`src/rtl/alu_shift_iter.sv`:
```
// Iterative 32-bit shifter/rotator: applies one 1-bit step per clock.
// Handshakes a request in IDLE and runs for B[4:0] cycles.
// Holds the result in DONE until the consumer takes it.
module alu_shift_iter (
  input  logic        clk,
  input  logic        rst,
  input  logic        in_valid,
  output logic        in_ready,
  input  logic [31:0] A,
  input  logic [31:0] B,
  input  logic [3:0]  opcode,
  output logic        out_valid,
  input  logic        out_ready,
  output logic [31:0] result
);

  localparam logic [3:0] OpSll  = 4'b0101;
  localparam logic [3:0] OpSar  = 4'b0110;
  localparam logic [3:0] OpRotl = 4'b0111;
  localparam logic [3:0] OpRotr = 4'b1000;
  localparam logic [3:0] OpSrl  = 4'b1001;

  typedef enum logic [1:0] {
    StIdle,
    StRun,
    StDone
  } state_e;

  state_e      r_state;
  logic [31:0] r_acc;
  logic [4:0]  r_count;
  logic [3:0]  r_op;
  logic        r_in_ready;
  logic        r_out_valid;
  logic [31:0] r_result;

  logic [31:0] w_step;
  logic        w_op_valid;
  logic        w_unused;

  // Only the low five bits of the shift amount matter.
  assign w_unused = ^B[31:5];

  // Decode whether the incoming opcode is one of the five supported operations.
  always_comb begin
    w_op_valid = 1'b0;
    case (opcode)
      OpSll, OpSar, OpRotl, OpRotr, OpSrl: w_op_valid = 1'b1;
      default:                             w_op_valid = 1'b0;
    endcase
  end

  // One 1-bit step of the stored operation applied to the accumulator.
  always_comb begin
    w_step = r_acc;
    case (r_op)
      OpSll:   w_step = {r_acc[30:0], 1'b0};
      OpSrl:   w_step = {1'b0, r_acc[31:1]};
      OpSar:   w_step = {r_acc[31], r_acc[31:1]};
      OpRotl:  w_step = {r_acc[30:0], r_acc[31]};
      OpRotr:  w_step = {r_acc[0], r_acc[31:1]};
      default: w_step = r_acc;
    endcase
  end

  // Control FSM with registered handshake and result outputs.
  always_ff @(posedge clk or posedge rst) begin
    if (rst) begin
      r_state     <= StIdle;
      r_acc       <= '0;
      r_count     <= '0;
      r_op        <= '0;
      r_in_ready  <= 1'b1;
      r_out_valid <= 1'b0;
      r_result    <= '0;
    end else begin
      case (r_state)
        StIdle: begin
          if (in_valid) begin
            r_op       <= opcode;
            r_count    <= B[4:0];
            r_in_ready <= 1'b0;
            if (!w_op_valid) begin
              r_acc       <= '0;
              r_result    <= '0;
              r_out_valid <= 1'b1;
              r_state     <= StDone;
            end else if (B[4:0] == 5'd0) begin
              r_acc       <= A;
              r_result    <= A;
              r_out_valid <= 1'b1;
              r_state     <= StDone;
            end else begin
              r_acc   <= A;
              r_state <= StRun;
            end
          end
        end
        StRun: begin
          r_acc   <= w_step;
          r_count <= r_count - 5'd1;
          // The step applied with count=1 is the last one.
          if (r_count == 5'd1) begin
            r_result    <= w_step;
            r_out_valid <= 1'b1;
            r_state     <= StDone;
          end
        end
        StDone: begin
          if (out_ready) begin
            r_result    <= '0;
            r_out_valid <= 1'b0;
            r_in_ready  <= 1'b1;
            r_state     <= StIdle;
          end
        end
        default: begin
          r_state     <= StIdle;
          r_in_ready  <= 1'b1;
          r_out_valid <= 1'b0;
          r_result    <= '0;
        end
      endcase
    end
  end

  assign in_ready  = r_in_ready;
  assign out_valid = r_out_valid;
  assign result    = r_result;

endmodule

```
`config.mk`:
```
export PLATFORM = sky130hd
export DESIGN_NAME = alu_shift_iter
export DESIGN_NICKNAME = d
export VERILOG_FILES = /design/src/rtl/alu_shift_iter.sv
export SDC_FILE = /design/constraint.sdc
export NUM_CORES = 1
export LEC_CHECK = 0
export CAP_MARGIN = 20
export CORE_MARGIN = 3
export CORE_UTILIZATION = 35
export CTS_BUF_LIST = sky130_fd_sc_hd__clkbuf_8
export DETAILED_ROUTE_END_ITERATION = 8
export HOLD_SLACK_MARGIN = 0.05
export PLACE_DENSITY = 0.57
export SETUP_SLACK_MARGIN = 0.15
export SLEW_MARGIN = 10
export SYNTH_ARGS = -nofsm -noshare
export SYNTH_HDL_FRONTEND = slang
export SYNTH_SLANG_ARGS = --single-unit
```
`constraint.sdc`:
```
create_clock -name clk -period 7.4 [get_ports clk]
set_clock_uncertainty 0.1 [all_clocks]
set_input_delay 1.11 -clock clk [delete_from_list [all_inputs] [get_ports clk]]
set_output_delay 1.11 -clock clk [all_outputs]
set_load 0.005 [all_outputs]
```
Word-level counts from Yosys, hierarchy flattened
Cells that the tools add are included.

storage, ports and cells
  register bits after elaboration = 77
  logic and storage cells = 63
  bits of input ports = 72
  output and inout port bits = 34

operators by class
  reductions and logical operators = 9
  bitwise gates (word level) = 1
  $add $sub $neg = 1
  mux-type cells = 28
  equality and inequality tests = 17

operators with widths
  kind                   number
  $mux W32               7
  $pmux W32 S5           1
  $pmux W32 S3           1
  $pmux W32 S2           1
  $eq A4 B3 Y1 const B   6
  $eq A4 B4 Y1 const B   4
  $mux W2                5
  $pmux W5 S2            1
  $mux W1                8
  $ne A2 B2 Y1 const B   3
  $pmux W1 S3            2
  $pmux W2 S3            1
  $reduce_and A3 Y1      2
  $eq A5 B1 Y1 const B   1
  $logic_not A5 Y1       1
  $mux W5                1
  $reduce_or A5 Y1       1
  $sub A5 B1 Y5 const B  1
  $reduce_and A2 Y1      2
  $reduce_and A4 Y1      1
  $ne A3 B3 Y1 const B   1
  $eq A2 B1 Y1 const B   1
  $eq A2 B2 Y1 const B   1
  $logic_not A2 Y1       1
  2 further kinds        2

Longest topological paths before layout
  depth in word-level cells = 6
  depth in mapped cells = 8

Worst setup path after synthesis
No wires, ideal clock.

  kind = input -> register
  from = input B[0]
  to = register r_result[31] (netlist: result[31])
  stages on the path = 6
  arrival = 2.252 ns
  setup time = 0.074 ns
  setup slack = 4.974 ns
  path through = nor4_1 -> nand2_1 -> a311o_1 -> buf_6 -> or2_4 -> o21ai_2

on the way
  word-level cells in the longest chain between the ends = 3

RTL lines
  what                         RTL line  RTL
  start, declared              10        input logic [31:0] B,
  $logic_not A5 Y1             88        end else if (B[4:0] == 5'd0) begin
  $ne A3 B3 Y1 (no line)       -
  $reduce_and A4 Y1 (no line)  -
  end signal, assigned         104       r_result <= w_step;
  end, declared                35        logic [31:0] r_result;

Every way passes these cells.
A chain may end at the register's enable or synchronous reset.

Worst setup path in the final report
  from = register r_state[0]
  to = register r_acc[10]

on the way
  word-level cells in the longest chain between the ends = 3
  elaborated cells between the ends (all ways) = 6
  classes of those cells = eq/ne (2); mux (1); reduce/logical (3)

RTL lines
  what                                                                 RTL line  RTL
  start, declared                                                      29        state_e r_state;
  start signal, assigned                                               69        r_state <= StIdle;
  start signal, assigned                                               87        r_state <= StDone;
  start signal, assigned                                               92        r_state <= StDone;
  $eq A2 B1 Y1 / $logic_not A2 Y1 (equally long branches)              77        case (r_state)
  $reduce_bool A2 Y1 (no line) / $ne A2 B2 Y1 (equally long branches)  -
  $reduce_and A2 Y1 (no line)                                          -
  end signal, assigned                                                 100       r_acc <= w_step;
  end, declared                                                        30        logic [31:0] r_acc;

Parallel ways exist; a longest one is shown, timed or not.

==> impl_metrics.tcl <==
set metrics [dict create \
    status "finished, final reports clean" \
    finalPower_mw 2.13 \
    synth_area_leaders "dfrtp_1, a221oi_2, o2bb2ai_1, nand2_1, a21oi_1" \
    layout.nets 553 \
    io-pin-count 106 \
    area_growth_pct 25.6 \
    asyncSetResetFlopFracSynth 1.00 \
    cts_setup_buffers 0 \
    critPathLaunchType "register" \
    pwr-share-clk 0.149 \
    path_cells "nor2b_2 -> buf_4 -> and3_2 -> nand2b_4 -> o2bb2ai_1" \
    initial_core_util 0.360 \
    dr.pass1.iters 4 \
    path_class "register to register" \
    finalSetupViolations 0 \
    drc 0 \
    pwr-share-comb 0.465 \
    critPathMaxStageDelay_ns 0.91 \
    r2r_slack_ns 4.29 \
    reg2reg_depth 5 \
    min_from "out_valid" \
    slew_viol_final 0 \
    cts_resized 0 \
    p_int_mw 1.25 \
    dp_hpwl_um 7060 \
    fmax_ghz 0.322 \
    vias_per_cell 5.60 \
    ir_drop_v 0.000175 \
    stdcell_area_um2 5210 \
    die_x_um 115 \
    hold-path-cell-count 2 \
    antenna_left 0 \
    switching_share 0.416 \
    grtUsageTotal 0.175 \
    grt.overflow.total 0 \
    grt_max_degree 78 \
    ys_seq_area_frac 0.465 \
    antenna_cells 0 \
    ys_warn_count 0 \
    ys.flop_type "dfrtp_1" \
    drtIter0Drc 217 \
    seqPwrFrac 0.386 \
    vias 3513 \
    rows 39 \
    r2r_start "r_state[0]" \
    port-buffer-count 78 \
    fin_hold_ws_ns 0.384 \
    slew_headroom 0.350 \
    fin_tns_setup_ns 0 \
    yosys.area.top_type "dfrtp_1" \
    grt_pass1_vias 3611 \
    cts-root-buf "clkbuf_8" \
    wl_per_cell_um 17.6 \
    power_leakage_nw 1.94 \
    drv_cap 0 \
    hold_path_end "out_valid" \
    core_area_um2 11500 \
    clk_latency_ns 0.36 \
    hp-class "register to register" \
    synth_most_common_cell "dfrtp_1" \
    cts_sinks 77 \
    die_h_um 115 \
    drive_above_1_share 0.140 \
    synth_commonest_cells "dfrtp_1, nand2_1, a21oi_1, o21ai_1, o2bb2ai_1" \
    fin_util 0.452 \
    avgSynthCellArea_um2 9.94 \
    finalWeightedCongestion 0.813 \
    ys_seq_elements 77 \
    syn_area_um2 4140 \
    drt-total-wl_um 11000 \
    power_per_cell_area_nw_per_um2 410 \
    p_switching_uw 887 \
    grt_pass1_wl_um 18300 \
    cts_max_level 3 \
    clk_pin_slew_worst_paths_ns 0.08 \
    worstPathRequired_ns 7.58 \
    worstReg2RegEnd "r_acc[10]" \
    hold_viol 0 \
    cts_tree "yes" \
    antenna_found_initial 0 \
    finalWorstPathRequiredPeriod_ns 3.11 \
    synth_cell_type_count 42 \
    cts_buffers 9 \
    rsz0062_at_grt "false" \
    cp-end-kind "register" \
    cts_buffer_depth 2 \
    cpMaxStageDelayCell "and3_2" \
    yosys.area.top_type_share 0.459 \
    crit_fanout 35 \
    synth-edff-count 0 \
    synthCells 417 \
    worstPathArrival_ns 3.29 \
    dieArea_um2 13200 \
    cts-hold-fix-buffers 0 \
    dpl_cell_area_um2 4970 \
    period_share 0.420 \
    synth.net_count 491 \
    tightestPinTransition_ns 0.974 \
]
## worst max-delay path: cells and delay by family (launching register included)
family	cells	cell delay [ns]
AND/OR/NAND/NOR	3	1.70
flip-flops	1	0.66
buffers and inverters	1	0.36
AO/OA/AOI/OAI	1	0.17
## metrics by stage
| stage | instances | setup WS [ns] |
|---|---|---|
| floorplan | 417 | 4.22 |
| global placement | 609 | 3.97 |
| detailed placement | 609 | 3.98 |
| CTS | 625 | 4.32 |
| global route | 627 | 4.16 |
| finish | 627 | 4.29 |
## cells by family after synthesis
| family | after synthesis | share of synthesized area |
|---|---|---|
| AOI/OAI and AO/OA | 186 | 0.348 |
| adders and majority gates | 2 | 0.00604 |
| buffers and inverters | 44 | 0.0580 |
| DFF | 77 | 0.465 |
| muxes | 4 | 0.0109 |
| and+or+nand+nor | 104 | 0.112 |
## flip-flops by register name (all words and copies together) (netlist names)
| signal | flops |
|---|---|
| r_acc | 32 |
| result | 32 |
| r_count | 5 |
| r_op | 4 |
| r_state | 2 |
| in_ready | 1 |
| out_valid | 1 |
## cell usage in the layout, fill, tap and decap left out, types with 3 or more instances in the layout
master and n:
o2bb2ai_1 32, nand3_1 3, buf_4 7, o21ai_0 3
a21oi_1 39, a31oi_1 4, dfrtp_1 76, a221oi_2 30
nor2_1 9, mux2_2 4, nor3b_1 3, o21ai_1 34
nor2b_1 3, nand2_1 72, clkbuf_8 10, inv_1 10
clkdlybuf4s50_1 78, o22ai_1 29
## power by group through the flow
stage / Clock [mW] / Combinational, mW / Sequential (mW)
2_1_floorplan: 0 / 0.678 / 0.788
3_3_place_gp: 0 / 0.980 / 0.821
3_5_place_dp: 0 / 0.994 / 0.830
4_1_cts: 0.332 / 0.997 / 0.823
5_1_grt: 0.355 / 1.10 / 0.857
6_report: 0.317 / 0.991 / 0.824
## layout make-up
cell class | count | area, µm²
inverters | 8 | 30.0
fillers | 1159 | 6310
repair buffers | 87 | 876
clock buffers | 10 | 138
well taps | 143 | 179
clock inverters | 6 | 56.3
flip-flops and latches | 77 | 1930
multi-input cells | 296 | 2000
## metal layers
layer	vias to the layer above	GRT usage	share of wire
met1	1702	0.234	0.47
li1	1700	-	-
met4	0	0.0587	0.012
met5	-	0	0
met3	13	0.0537	0.062
met2	98	0.271	0.45
## worst max path at each step
| stage | start | to | cells after the start |
|---|---|---|---|
| after global placement | in_valid | result[31] | 7 |
| final | r_state[0] | r_acc[10] | 5 |
| after floorplan | rst | out_valid | 1 |
| after global routing | r_state[0] | r_acc[16] | 5 |
| after detailed placement | in_valid | result[31] | 7 |
| after CTS | r_state[0] | r_acc[5] | 5 |
(Power assumes the default switching activity.)
==> RTL change, RTL diff (config.mk and constraints unchanged) <==
The 3 states of `state_e` get a one-hot encoding in 3 bits.
--- a/src/rtl/alu_shift_iter.sv
+++ b/src/rtl/alu_shift_iter.sv
@@ -21,8 +21,8 @@
   localparam logic [3:0] OpSrl  = 4'b1001;
 
-  typedef enum logic [1:0] {
-    StIdle,
-    StRun,
-    StDone
+  typedef enum logic [2:0] {
+    StIdle = 3'b001,
+    StRun  = 3'b010,
+    StDone = 3'b100
   } state_e;
 
Behaviour: same outputs for any inputs over 4 cycles, from zero or initial values and one cycle with rst high; so few cycles prove little.
==> RTL change against the unedited design <==
- synthesized area increased by 2.9%
- power increased by 1.9%
- setup slack improved by 0.21 ns
- cell area increased by 2.8%
- wire length increased by 3.7%
- sequential cell count increased by 1
- die area increased by 2.7%
- critical endpoint is now r_acc[29]
==> RTL change: results <==
worst_setup_path:
  crit_family: "buffers and inverters"
  max_stage_delay_ns: 0.47
  arrival_ns: 3.07
  cp_slowest_cell: "o2bb2ai_1"
  cp_max_fo: 32
placement:
  port_buffers: 78
  dp.cells: 621
  place_congestion: 0.732
  place_hpwl_mm: 7.08
  placedInstanceArea_um2: 5060
yosys:
  synth_common_cells: "dfrtp_1, a22oi_1, nand2_1, a21oi_1"
  ys_top_cells_by_area: "dfrtp_1, a22oi_1, a21oi_1"
  synth_fp_nets: 503
  ys_warn_count: 0
  synth-async-reset-ratio: 1.00
  syn_inst: 429
  seq_area_frac_synth: 0.458
  synth.distinct_cells: 50
final_layout:
  drive_gt1_frac: 0.101
  nNetsFinal: 566
  nFillCells: 1120
  diodes: 0
detailed_routing:
  wl_per_cell_um: 17.9
  drt-vias-per-instance: 5.70
  drt_pass1_iterations: 5
  drtIter0Drc: 237
  via_count: 3645
global_route:
  grt_first_pass_wirelength_mm: 19.1
  grtUsageTotal: 0.177
  first_global_vias: 3723
  grt_max_degree: 79
  met1_usage: 0.238
  grt-busiest-layer: "met2"
  use_met3: 0.0409
  antenna_found_initial: 0
  gr-usage-met2: 0.294
power_and_ir_drop:
  power.leakage_nw: 2.25
  ir_worst_vdd_mv: 0.126
clock_network:
  worstSkewPairLatency_ns: 0.36
  post_cts_buffers: 0
  cts_resized: 0
  clk_pin_slew_worst_paths_ns: 0.09
  clockBufferDepth: 2
  root_buffer: "clkbuf_8"
  cts_buffers: 9
status:
  outcome: "finished, final reports clean"
worst_hold_path:
  min_path_type: "reg2reg"
timing:
  worst_pin_slew_ns: 1.06
RTL change: layer usage:
| layer | routed length (µm) | vias up |
|---|---|---|
| met2 | 5640 | 76 |
| met5 | 0 | - |
| met1 | 5190 | 1831 |
| li1 | - | 1733 |
| met3 | 521 | 5 |
| met4 | 97 | 0 |
RTL change: worst register-to-register path: stages (launching register included):
cell and delay, ns:
dfrtp_1 0.43, nor3b_2 0.41, a21o_1 0.84, a22oi_1 0.19
a21oi_1 0.24, o21bai_1 0.13
RTL change: final timing paths:
kind	depth (start not counted)	start	to	slack (ns)
min reg2reg	1	result[20]	result[20]	0.42
max	7	opcode[3]	r_acc[29]	4.50
max in group asynchronous	4	rst	r_state[0]	5.48
max reg2reg	5	r_op[2]	r_acc[21]	4.98
min in group asynchronous	3	rst	result[26]	1.06
min	1	result[20]	result[20]	0.42
RTL change: through the flow:
stage | worst slack [ns] | power, mW
2_1_floorplan | 4.20 | 1.50
3_3_place_gp | 4.04 | 1.79
3_5_place_dp | 4.01 | 1.81
4_1_cts | 4.19 | 2.16
5_1_grt | 4.32 | 2.35
6_report | 4.50 | 2.17
RTL change: cells by family (layout without fill, tap and decap cells):
| family | Yosys count | count (layout) | synth area share |
|---|---|---|---|
| AOI/OAI and AO/OA | 206 | 206 | 0.355 |
| and+or+nand+nor | 100 | 100 | 0.123 |
| xor gates and xnor gates | 1 | 1 | 0.00205 |
| DFF | 78 | 78 | 0.458 |
| buffers and inverters | 42 | 110 | 0.0560 |
| adders and majority gates | 2 | 2 | 0.00587 |
RTL change: final cells by class:
class                           count  area, µm²  share of cell area
Clock buffer                       11        151              0.0283
Timing Repair Buffer               88        916               0.171
Inverter                            6       22.5             0.00421
Clock inverter                      5       57.6              0.0108
Sequential cell                    78       1950               0.365
Tap cell                          143        179              0.0334
Multi-Input combinational cell    309       2070               0.387
RTL change: power by group:
part	total (mW)	switching, mW	internal, mW
logic	1.02	0.503	0.521
registers	0.807	0.183	0.624
clock network	0.342	0.167	0.175
total	2.17	0.853	1.32
